<file path="src/rtl/universal_shift_reg_sync_re_pkg.sv">
// Shared mode encodings and default width for the universal shift register.
// Revision 1.0
`default_nettype none

package universal_shift_reg_sync_re_pkg;

  localparam int unsigned DEFAULT_WIDTH = 4;

  localparam logic [1:0] MODE_HOLD = 2'b00;
  localparam logic [1:0] MODE_SHR  = 2'b01;
  localparam logic [1:0] MODE_SHL  = 2'b10;
  localparam logic [1:0] MODE_LOAD = 2'b11;

endpackage

`default_nettype wire

</file>
<file path="src/rtl/dff_sync_re.sv">
// Rising-edge D flip-flop with synchronous active-high reset and complement output.
// Revision 1.0
`default_nettype none

module dff_sync_re (
  input  logic D,
  input  logic C,
  input  logic RE,
  output logic Q,
  output logic Qnot
);

  logic q_reg;

  always_ff @(posedge C) begin
    if (RE) begin
      q_reg <= 1'b0;
    end else begin
      q_reg <= D;
    end
  end

  assign Q    = q_reg;
  assign Qnot = ~q_reg;

endmodule

`default_nettype wire

</file>
<file path="src/rtl/universal_shift_reg_sync_re.sv">
// WIDTH-bit universal shift register: hold, shift right, shift left, parallel load.
// Revision 1.0
`default_nettype none

module universal_shift_reg_sync_re
  import universal_shift_reg_sync_re_pkg::*;
#(
  parameter int unsigned WIDTH = DEFAULT_WIDTH
) (
  input  logic             C,
  input  logic             RE,
  input  logic [1:0]       S,
  input  logic             SR_IN,
  input  logic             SL_IN,
  input  logic [WIDTH-1:0] P,
  output logic [WIDTH-1:0] Q,
  output logic [WIDTH-1:0] Qnot
);

  logic [WIDTH-1:0] q_int;
  logic [WIDTH-1:0] qn_int;
  logic [WIDTH-1:0] shr_src;
  logic [WIDTH-1:0] shl_src;
  logic             sel_hold;
  logic             sel_shr;
  logic             sel_shl;
  logic             sel_load;

  // One-hot decode of the mode select feeds every per-bit AND-OR mux.
  assign sel_hold = (S == MODE_HOLD);
  assign sel_shr  = (S == MODE_SHR);
  assign sel_shl  = (S == MODE_SHL);
  assign sel_load = (S == MODE_LOAD);

  assign shr_src = {SR_IN, q_int[WIDTH-1:1]};
  assign shl_src = {q_int[WIDTH-2:0], SL_IN};

  for (genvar i = 0; i < WIDTH; i++) begin : g_bit
    logic d_mux;
    logic d_bit;

    assign d_mux = (sel_hold & q_int[i])
                 | (sel_shr  & shr_src[i])
                 | (sel_shl  & shl_src[i])
                 | (sel_load & P[i]);
    assign d_bit = d_mux & ~RE;

    dff_sync_re u_bit (
      .D    (d_bit),
      .C    (C),
      .RE   (RE),
      .Q    (q_int[i]),
      .Qnot (qn_int[i])
    );
  end

  assign Q    = q_int;
  assign Qnot = qn_int;

endmodule

`default_nettype wire
</file>
<file path="config.mk">
export PLATFORM = sky130hd
export DESIGN_NAME = universal_shift_reg_sync_re
export DESIGN_NICKNAME = d
export VERILOG_FILES = /design/src/rtl/universal_shift_reg_sync_re_pkg.sv /design/src/rtl/dff_sync_re.sv /design/src/rtl/universal_shift_reg_sync_re.sv
export SDC_FILE = /design/constraint.sdc
export NUM_CORES = 1
export LEC_CHECK = 0
export CORE_AREA = 4 4 41 43
export CTS_CLUSTER_DIAMETER = 60
export DETAILED_ROUTE_END_ITERATION = 16
export DIE_AREA = 0 0 45 47
export PLACE_DENSITY = 0.55
export SLEW_MARGIN = 25
export SYNTH_ARGS = -nofsm -noshare
export SYNTH_HDL_FRONTEND = slang
export SYNTH_SLANG_ARGS = --single-unit
</file>
<file path="constraint.sdc">
create_clock -name C -period 1.09 [get_ports C]
set_input_delay 0.218 -clock C [delete_from_list [all_inputs] [get_ports C]]
set_output_delay 0.218 -clock C [all_outputs]
set_load 0.02 [all_outputs]
</file>
==> out/results.tsv <==
metric	value	unit
Clock Skew	0.0005860	ns
global-route wire length before repair	1.069	mm
PortBufs	17	
worst skew pair latency	0.23	ns
fin nets	52	
Tmin final	1.144	ns
Max Clock Freq	874.5	MHz
Clock Sinks	4	
RSZ-0062 raised after global routing	yes	
DRC Markers	0	
GRT overflow	0	
CTS buffer count	3	
wire per inst	11.58	µm
Routability Congestion	0.6352	
Vias per Instance	3.982	
Synth Net Count	34	
Max FO, Critical Path	3	
Synth Warn #	0	
cts hold-fix bufs	0	
Starting DRT DRC Count	1	
layout cells sized above 1	62.50	%
Via Count	219	
power consumption	486.1	µW
Die Height	47	µm
CTS tree	done	
# IOs	18	
CTS clk-pin slew, worst paths	0.04	ns
commonest non-fill, non-tap cell in the layout	buf_2	
VDD IR max	313.8	µV
static leakage	0.1989	nW
Synth Register Bits	4	
clk root buf	clkbuf_4	
MaxCap Viol Count	0	
max reg flops	4	
failing checks	negative setup slack	
vias in the first global route	261	
post-synth cell types	6	
final worst-path setup slack	-0.05357	ns
Area Overhead vs Synth	59.36	%
CTS H-tree lvls	1	
slew margin rel.	86.99	%
Post-DP HPWL	541.5	µm
most frequent cells in the layout	6 x buf_2, 5 x clkdlybuf4s50_1, 4 x inv_1, 4 x mux4_2, 4 x dfxtp_2	
Req. time, crit path	1.21	ns
post-CTS sizing	33	
antenna fix cells	0	
Mean Syn Cell Area	11.42	µm²
final hold vios	0	
nature of the critical path startpoint	flop	
hold path depth	3	
Initial Util	21.06	%
initial antenna violation count	0	
Worst-Margin Slew	0.1945	ns
Post-CTS Setup Bufs	0	
r2r worst-path depth	3	
row cnt	13	
DR pass1 iterations	4	
Hold WC Path Type	in -> reg	
width of the die	45	µm
die area	2115	µm²
final worst-path cycle share	104.9	%
crit path DAT	1.26	ns
Clock Path Buffers	2	
Detailed Route WL	637	µm
synthesized instance count	24	
Power Density	1113	nW/µm²
largest net degree at the start of global routing	6	
post-route ant nets	0	
mapped cell area	274.0	µm²
setup violators final	3	
sequential share of the synthesized area	29.22	%
pre-CTS setup slack	-0.5308	ns
result of the run	finished with violations	
CORE AREA	1301	µm²
fin. max-slew vios	0	
crit end category	flop	
GRT Total Usage	7.790	%
crit path kind	reg -> reg	
-- path summary, 6_finish.rpt --
path | start | end | slack, ns
worst max-delay path | g_bit[1].u_bit.Q$_SDFF_PP0_ | g_bit[2].u_bit.Q$_SDFF_PP0_ | -0.05
worst min-delay path | P[3] | g_bit[3].u_bit.Q$_SDFF_PP0_ | 0.44
worst max register to register | g_bit[1].u_bit.Q$_SDFF_PP0_ | g_bit[2].u_bit.Q$_SDFF_PP0_ | -0.05
worst min register to register | g_bit[3].u_bit.Q$_SDFF_PP0_ | g_bit[3].u_bit.Q$_SDFF_PP0_ | 0.71
-- cells in the mapped netlist --
cell type | count | share of area [%]
inv_1 | 4 | 5.5
mux4_1 | 1 | 9.6
buf_4 | 8 | 22
dfxtp_1 | 4 | 29
nor2b_1 | 4 | 9.1
mux4_2 | 3 | 25
-- critical path, stage by stage (launching register included) --
cell,delay [ns]
dfxtp_2,0.32
buf_6,0.12
mux4_2,0.45
nor2b_4,0.14
-- final cells by class --
cell class / instances / area, µm²
flip-flops and latches: 4 / 85.08
multi-input cells: 8 / 122.6
fillers: 143 / 864.6
clock buffers: 3 / 22.52
inverters: 4 / 15.01
well taps: 15 / 18.77
repair buffers: 21 / 172.7
-- per-layer routing --
metal / vias to the layer above / part of all wire (%) / GRT usage [%]
met2: 15 / 51 / 13.84
met5: - / 0 / 0
li1: 105 / - / -
met1: 99 / 35 / 6.481
met3: 0 / 14 / 2.299
met4: 0 / 0 / 8.772
-- metrics by stage --
stage / cell area [µm²] / hold WS [ns] / std cells / utilization, % / setup TNS (ns)
2_1_floorplan: 274.0 / 0.2896 / 24 / - / 0
3_3_place_gp: 440.4 / 0.7512 / 53 / 33.85 / -2.487
3_5_place_dp: 440.4 / 0.7607 / 53 / 33.85 / -2.578
4_1_cts: 464.2 / 0.5992 / 55 / 35.67 / -0.1444
5_1_grt: 436.7 / 0.4553 / 55 / 33.56 / -0.2210
6_report: 436.7 / 0.4366 / 55 / 33.56 / -0.1270
-- kinds of logic after synthesis --
group / share of synthesized area [%]
flops: 29.22
mux: 34.25
buf+inv: 27.40
simple gates: 9.131
-- power breakdown --
part           switching [mW]  internal, mW  total, mW
Clock                  0.0572         0.123      0.180
Combinational          0.0537        0.0829      0.137
Sequential             0.0101         0.159      0.169
Total                   0.121         0.365      0.486
(Power assumes the default switching activity.)
